**config.mk**
```make
export PLATFORM = sky130hd
export DESIGN_NAME = mdio_responder
export DESIGN_NICKNAME = d
export VERILOG_FILES = /design/src/rtl/mdio_responder.sv
export SDC_FILE = /design/constraint.sdc
export NUM_CORES = 1
export LEC_CHECK = 0
export CAP_MARGIN = 20
export CORE_MARGIN = 1
export CORE_UTILIZATION = 55
export CTS_BUF_LIST = sky130_fd_sc_hd__clkbuf_4
export CTS_CLUSTER_SIZE = 10
export DETAILED_ROUTE_END_ITERATION = 10
export PLACE_DENSITY = 0.83
export SYNTH_ARGS = -nofsm -noshare
export SYNTH_HDL_FRONTEND = slang
export SYNTH_SLANG_ARGS = --single-unit
export TNS_END_PERCENT = 1
```
**constraint.sdc**
```tcl
create_clock -name clk -period 2.83 [get_ports clk]
set_clock_uncertainty 0.2 [all_clocks]
set_input_delay 0.566 -clock clk [delete_from_list [all_inputs] [get_ports clk]]
set_output_delay 0.566 -clock clk [all_outputs]
set_load 0.01 [all_outputs]
```
**src/rtl/mdio_responder.sv**
```systemverilog
// mdio_responder: Clause 22 MDIO responder bridging MDIO frames to a simple register port
module mdio_responder #(
  parameter logic [4:0] PHY_ADDR      = 5'd1,
  parameter int         PREAMBLE_BITS = 32,
  parameter int         SYNC_STAGES   = 2
) (
  input  logic        clk,
  input  logic        rst_n,
  input  logic        mdc,
  input  logic        mdio_i,
  output logic        mdio_o,
  output logic        mdio_t,
  output logic [4:0]  reg_addr,
  output logic        reg_rd,
  input  logic [15:0] reg_rdata,
  output logic        reg_wr,
  output logic [15:0] reg_wdata,
  output logic        busy
);
  typedef enum logic [3:0] {IDLE, ST, OP, PHYAD, REGAD, TA, RDATA, WDATA, SKIP} state_t;
  state_t state;
  logic [SYNC_STAGES-1:0] mdc_sr, mdio_sr;
  logic        mdc_d, rise, din, is_rd, rd_d;
  logic [5:0]  pcnt;
  logic [4:0]  cnt;
  logic [15:0] sh, sh_n, rdata;
  assign rise = mdc_sr[SYNC_STAGES-1] & ~mdc_d;
  assign din  = mdio_sr[SYNC_STAGES-1];
  assign sh_n = {sh[14:0], din};
  // synchronise mdc/mdio; idle-high reset avoids a spurious rise after reset
  always_ff @(posedge clk or negedge rst_n)
    if (!rst_n) begin
      mdc_sr  <= '1;
      mdio_sr <= '1;
      mdc_d   <= 1'b1;
    end else begin
      mdc_sr  <= {mdc_sr[SYNC_STAGES-2:0], mdc};
      mdio_sr <= {mdio_sr[SYNC_STAGES-2:0], mdio_i};
      mdc_d   <= mdc_sr[SYNC_STAGES-1];
    end
  // frame decoder; all bit handling happens on a synchronised mdc rise
  always_ff @(posedge clk or negedge rst_n)
    if (!rst_n) begin
      state     <= IDLE;
      pcnt      <= '0;
      cnt       <= '0;
      sh        <= '0;
      is_rd     <= 1'b0;
      rd_d      <= 1'b0;
      rdata     <= '0;
      mdio_o    <= 1'b1;
      mdio_t    <= 1'b1;
      reg_addr  <= '0;
      reg_rd    <= 1'b0;
      reg_wr    <= 1'b0;
      reg_wdata <= '0;
      busy      <= 1'b0;
    end else begin
      reg_rd <= 1'b0;
      reg_wr <= 1'b0;
      rd_d   <= reg_rd;
      if (rd_d) rdata <= reg_rdata;
      if (rise) begin
        sh  <= sh_n;
        cnt <= cnt + 5'd1;
        case (state)
          IDLE: begin
            cnt <= '0;
            if (din) pcnt <= (pcnt == 6'd63) ? pcnt : pcnt + 6'd1;
            else if (pcnt >= 6'(PREAMBLE_BITS)) begin
              state <= ST;
              busy  <= 1'b1;
              pcnt  <= '0;
            end else pcnt <= '0;
          end
          ST: begin
            cnt   <= '0;
            state <= din ? OP : IDLE;
            busy  <= din;
          end
          OP: if (cnt == 5'd1) begin
            cnt   <= '0;
            is_rd <= sh[0];
            state <= (sh[0] ^ din) ? PHYAD : IDLE;
            busy  <= sh[0] ^ din;
          end
          PHYAD: if (cnt == 5'd4) begin
            cnt   <= '0;
            state <= REGAD;
          end
          REGAD: if (cnt == 5'd4) begin
            cnt <= '0;
            if (sh[8:4] == PHY_ADDR) begin
              reg_addr <= sh_n[4:0];
              reg_rd   <= is_rd;
              state    <= TA;
            end else state <= SKIP;
          end
          TA: if (is_rd) begin
            cnt    <= '0;
            mdio_t <= 1'b0;
            mdio_o <= 1'b0;
            state  <= RDATA;
          end else if (cnt == 5'd1) begin
            cnt   <= '0;
            state <= WDATA;
          end
          RDATA: if (cnt == 5'd16) begin
            mdio_t <= 1'b1;
            mdio_o <= 1'b1;
            busy   <= 1'b0;
            state  <= IDLE;
          end else mdio_o <= rdata[4'd15 - cnt[3:0]];
          WDATA: if (cnt == 5'd15) begin
            reg_wdata <= sh_n;
            reg_wr    <= 1'b1;
            busy      <= 1'b0;
            state     <= IDLE;
          end
          SKIP: if (cnt == 5'd17) begin
            busy  <= 1'b0;
            state <= IDLE;
          end
          default: begin
            mdio_t <= 1'b1;
            mdio_o <= 1'b1;
            busy   <= 1'b0;
            state  <= IDLE;
          end
        endcase
      end
    end
endmodule

```
==> reports/results.ini, run 1 <==
[worst_setup_path]
critPathRequiredTime_ps=2960
cp_max_fo=9
r2r_start=cnt[0]
cp_data_arrival_time_ps=2610
criticalPathCategory=register to register
cp-startpoint=cnt[0]
reg2reg_depth=7
critPathCaptureType=register
startpoint_type=register

[cts]
numCtsBuffers=9
cts-resized-gates=0
cts_root_buf=clkbuf_4
post-cts-setup-buffers=0
htree_levels=3
clk_pin_slew_ps=130
cts_tree=yes
clock_latency_ps=420
numClockSinks=79
cts_buffer_depth=2

[detailed_routing]
drtPass1Iterations=7
num_vias=2654
wl_mm=7.28
wl_per_cell_um=15.9
drtIter0Drc=192
vias_per_cell=5.81
drtAntennaViolNets=0
drc_errors=2

[floorplan]
ios=46
fp.dieH_um=84.5
rows=29
fp.coreArea_um2=6460
floorplan.initialDensity=0.580
dieArea_um2=7150
die_x_um=84.5

[grt]
grt_pass1_vias=2678
grt_max_degree=37
grt_pass1_wl_mm=12.5
antenna_found_initial=0
grt_util_all_layers=0.227
gr-total-overflow=0

[yosys]
synthCells=333
synthArstFlopShare=1.00
avgSynthCellArea_um2=11.3
synth-edff-count=0
yosys_warnings=0
synth_seq_cells=79
syn_area_um2=3750
syn-num-nets=359
synth_ff_type=dfrtp_1
synth.distinct_cells=54
synth_seq_area_share=0.530

[sta]
final-setup-viol-count=0
tightest_slew_ps=775
relSlewSlack=0.481
rsz0062_at_grt=false
min_period_over_period=0.877
hold_viol_final=0
timing.setup.tns_ps=0
maxSlewViolCount=0
max_freq_mhz=403
period_needed_ps=2480

[placement]
portBuffers=45
dp.cells=440
hpwl_mm=5.10
place_area_um2=4220
gp_congestion=0.927

[run]
cap_viol_max_count=0

[outcome]
violations=DRC
status=finished, violations left

[power_and_ir_drop]
peakVddDrop_uv=404
p_leak_nw=2.02
powerDensity_nw_per_um2=515

[layout]
final-instance-count-excl-fill=457
fin_util=0.680
area_growth_pct=17.1
layout_commonest_cell=dfrtp_1
final_nets=401
final_cell_mix=dfrtp_1, nand2_1, clkdlybuf4s50_1
fin_area_um2=4390
drive_gt1_frac=0.218
diodes=0

[min_path]
min_path_type=register to register
worstHoldStart=mdc_sr[0]
holdPathStages=0

[critical path, cell delays in order (launching register included)]
cell and delay [ps]:
dfrtp_1 540, ha_1 300, and3_1 190, ha_1 200
o41ai_1 430, a211oi_2 130, and2_1 210, a22o_1 180
[final timing paths]
path	end	slack, ps
max	state[1]	350
min	mdc_sr[1]	160
max reg2reg	state[1]	350
min reg2reg	mdc_sr[1]	160
max in group asynchronous	mdio_sr[1]	1360
min in group asynchronous	state[2]	420
[flip-flops by register name, indices dropped and copies added, names as in the netlist, 2 cells and up]
| register | count |
|---|---|
| mdc_sr | 2 |
| cnt | 5 |
| mdio_sr | 2 |
| rdata | 16 |
| reg_wdata | 16 |
| state | 4 |
| reg_addr | 5 |
| pcnt | 6 |
| sh | 15 |
[Yosys cell counts, types with 4 or more instances]
| master | count | area [um2] |
|---|---|---|
| dfrtp_1 | 72 | 1800 |
| nand2_1 | 65 | 244 |
| mux2_2 | 39 | 439 |
| o21ai_0 | 14 | 70.1 |
| clkbuf_1 | 10 | 37.5 |
| inv_1 | 10 | 37.5 |
| nand3_1 | 9 | 45.0 |
| nand2b_1 | 8 | 50.1 |
| a21oi_1 | 7 | 35.0 |
| dfstp_2 | 7 | 184 |
| buf_6 | 6 | 67.6 |
| ha_1 | 6 | 75.1 |
| nor2_1 | 6 | 22.5 |
| nor3_1 | 5 | 25.0 |
| o22ai_1 | 5 | 31.3 |
| a21o_1 | 4 | 30.0 |
| a22o_1 | 4 | 35.0 |
| mux4_2 | 4 | 90.1 |
| nor2b_1 | 4 | 25.0 |
[per-layer routing]
layer / global-route usage / wire length (um) / up-vias
met5: 0 / 0 / -
li1: - / - / 1243
met2: 0.358 / 3520 / 98
met3: 0.0433 / 368 / 20
met1: 0.297 / 3210 / 1293
met4: 0.131 / 180 / 0
[kinds of logic after synthesis]
group / synth area share
xor gates and xnor gates: 0.00234
DFF: 0.530
and+or+nand+nor: 0.168
muxes: 0.144
AOI/OAI and AO/OA: 0.0881
adders and majority gates: 0.0200
buffers and inverters: 0.0477
[layout make-up]
cell class | instances | area [um2]
fillers | 487 | 2070
flip-flops and latches | 79 | 1990
multi-input cells | 222 | 1580
repair buffers | 53 | 523
clock inverters | 7 | 96.3
well taps | 77 | 96.3
clock buffers | 9 | 67.6
inverters | 10 | 37.5
[metrics by stage]
step                      total power [W]  worst slack, ps  hold slack, ps
after floorplan                   0.00142              652            70.4
after global placement            0.00150              422             147
after detailed placement          0.00151              382             147
after CTS                         0.00227              365             165
after global routing              0.00236              182             174
final                             0.00226              349             164
[timing repair]
action                                  in CTS  in global routing
hold buffers                                 1                  0
hold endpoints to repair                    30                  0
endpoints found under the setup margin       0                  0
[power by group]
part / internal [W] / leakage, nW / total, W / switching (W)
sequential: 0.00120 / 1.06 / 0.00128 / 0.0000819
clock: 0.000361 / 0.0855 / 0.000765 / 0.000403
combinational: 0.000102 / 0.876 / 0.000213 / 0.000112
No activity file was read; power rests on OpenSTA's default activity.
==> run 2: changes to the inputs <==
--- a/config.mk
+++ b/config.mk
@@ -11,7 +11,8 @@
 export CTS_BUF_LIST = sky130_fd_sc_hd__clkbuf_4
 export CTS_CLUSTER_SIZE = 10
 export DETAILED_ROUTE_END_ITERATION = 10
-export PLACE_DENSITY = 0.83
+export DONT_BUFFER_PORTS = 1
+export PLACE_DENSITY = 0.74
 export SYNTH_ARGS = -nofsm -noshare
 export SYNTH_HDL_FRONTEND = slang
 export SYNTH_SLANG_ARGS = --single-unit
==> reports/results.ini, run 2 (synthesis results as in run 1) <==
[detailed_routing]
wl_mm=6.98  ; was 7.28 mm
drtAntennaViolNets=0  ; unchanged
drc_errors=4  ; was 2
num_vias=2439  ; was 2654
wl_per_cell_um=16.9  ; was 15.9 um
vias_per_cell=5.91  ; was 5.81
drtPass1Iterations=8  ; was 7
drtIter0Drc=132  ; was 192

[sta]
hold_viol_final=0  ; unchanged
final-setup-viol-count=0  ; unchanged
max_freq_mhz=401  ; was 403 MHz
period_needed_ps=2500  ; was 2480 ps
min_period_over_period=0.882  ; was 0.877
timing.setup.tns_ps=0  ; unchanged
maxSlewViolCount=0  ; unchanged
tightest_slew_ps=795  ; was 775 ps
rsz0062_at_grt=false  ; unchanged
relSlewSlack=0.468  ; was 0.481
hold_slack_ps=79.9  ; was 164 ps

[cts]
numCtsBuffers=9  ; unchanged
cts_hold_buf=4  ; was 1
cts_buffer_depth=2  ; unchanged
htree_levels=3  ; unchanged
post-cts-setup-buffers=0  ; unchanged
cts-resized-gates=0  ; unchanged
numClockSinks=79  ; unchanged
clk_pin_slew_ps=130  ; about the same
clock_latency_ps=440  ; was 420 ps
cts_tree=yes  ; unchanged
cts_root_buf=clkbuf_4  ; unchanged

[placement]
portBuffers=0  ; was 45
gp_congestion=0.873  ; was 0.927
hpwl_mm=4.55  ; was 5.10 mm
dp.cells=393  ; was 440

[worst_setup_path]
r2r-end=state[1]  ; unchanged
path_cells=ha_1 > nor4b_4 > nand2_1 > a32oi_1 > o21ai_1 > a22o_1  ; was ha_1 > and3_1 > ha_1 > o41ai_1 > a211oi_2 > and2_1 > a22o_1
critPathCaptureType=register  ; unchanged
criticalPathCategory=register to register  ; unchanged
critical-path-top-delay-family=compound AO/OA/AOI/OAI gates  ; unchanged
reg2reg_depth=6  ; was 7
cp_data_arrival_time_ps=2620  ; was 2610 ps
r2r_start=cnt[0]  ; unchanged
critPathRequiredTime_ps=2960  ; about the same
crit_buf_inv=0  ; unchanged
startpoint_type=register  ; unchanged
cp_max_fo=9  ; unchanged
regToRegSetupSlack_ps=330  ; was 350 ps
cpMaxStageDelayCell=dfrtp_1  ; unchanged
max_stage_delay_ps=610  ; was 540 ps

[floorplan]
fp.dieH_um=84.5  ; unchanged
rows=29  ; unchanged
dieArea_um2=7150  ; unchanged
fp.coreArea_um2=6460  ; unchanged
ios=46  ; unchanged
die_x_um=84.5  ; unchanged
floorplan.initialDensity=0.580  ; unchanged

[grt]
antenna_found_initial=0  ; unchanged
grt_max_degree=80  ; was 37
grt_pass1_wl_mm=12.1  ; was 12.5 mm
gr-total-overflow=0  ; unchanged
grt_util_all_layers=0.220  ; was 0.227
grt_pass1_vias=2498  ; was 2678

[power_and_ir_drop]
power_w=0.00216  ; was 0.00226 W
peakVddDrop_uv=392  ; was 404 uV
p_leak_nw=1.86  ; was 2.02 nW
powerDensity_nw_per_um2=548  ; was 515 nW/um2

[min_path]
worstHoldStart=reg_rdata[12]  ; was mdc_sr[0]
min_path_type=input pin to register  ; was register to register
holdPathStages=1  ; was 0
whs_endpoint=rdata[12]  ; was mdc_sr[1]

[layout]
drive_gt1_frac=0.244  ; was 0.218
area_growth_pct=5.28  ; was 17.1%
fill_cells=519  ; was 487
final-instance-count-excl-fill=413  ; was 457
reg.largest.list=rdata: 16 flops, reg_wdata: 16 flops, sh: 15 flops  ; unchanged
final_nets=357  ; was 401
layout_commonest_cell=dfrtp_1  ; unchanged
fin_util=0.611  ; was 0.680
final_cell_mix=dfrtp_1, nand2_1, mux2_2  ; was dfrtp_1, nand2_1, clkdlybuf4s50_1
diodes=0  ; unchanged

[outcome]
status=finished, violations left  ; unchanged
violations=DRC  ; unchanged

[run]
cap_viol_max_count=0  ; unchanged

run 2: worst max-delay path by stage:
stage | startpoint | depth (start not counted) | to
2_1_floorplan | cnt[1] | 7 | state[1]
3_3_place_gp | cnt[0] | 6 | state[1]
3_5_place_dp | cnt[0] | 6 | reg_wdata[4]
4_1_cts | cnt[0] | 6 | reg_wdata[4]
5_1_grt | cnt[0] | 6 | reg_wdata[4]
6_report | cnt[0] | 6 | state[1]
run 2: worst reg2reg max path, cell delays in order (launching register included):
cell,delay [ps]
dfrtp_1,610
ha_1,270
nor4b_4,320
nand2_1,130
a32oi_1,450
o21ai_1,160
a22o_1,260
run 2: layout make-up:
type | count | area, um2 | share of cell area
well taps | 77 | 96.3 | 0.0244
repair buffers | 9 | 95.1 | 0.0241
flip-flops and latches | 79 | 1990 | 0.503
clock inverters | 7 | 80.1 | 0.0203
multi-input cells | 222 | 1580 | 0.401
clock buffers | 9 | 67.6 | 0.0171
inverters | 10 | 37.5 | 0.00951
run 2: power by group:
part / switching (W) / internal (W)
clock network: 0.000415 / 0.000279
logic: 0.000108 / 0.0000799
registers: 0.0000790 / 0.00120
total: 0.000602 / 0.00156
run 2: routing by layer:
metal,wire [um],global-route usage
met1,3110,0.292
met2,3370,0.341
met5,0,0
met3,376,0.0521
met4,124,0.112
run 2: metrics by stage:
step	cell area, um2	setup WS (ps)
6_report	3950	334
3_3_place_gp	3740	426
5_1_grt	3950	136
3_5_place_dp	3740	372
4_1_cts	3950	338
2_1_floorplan	3750	652
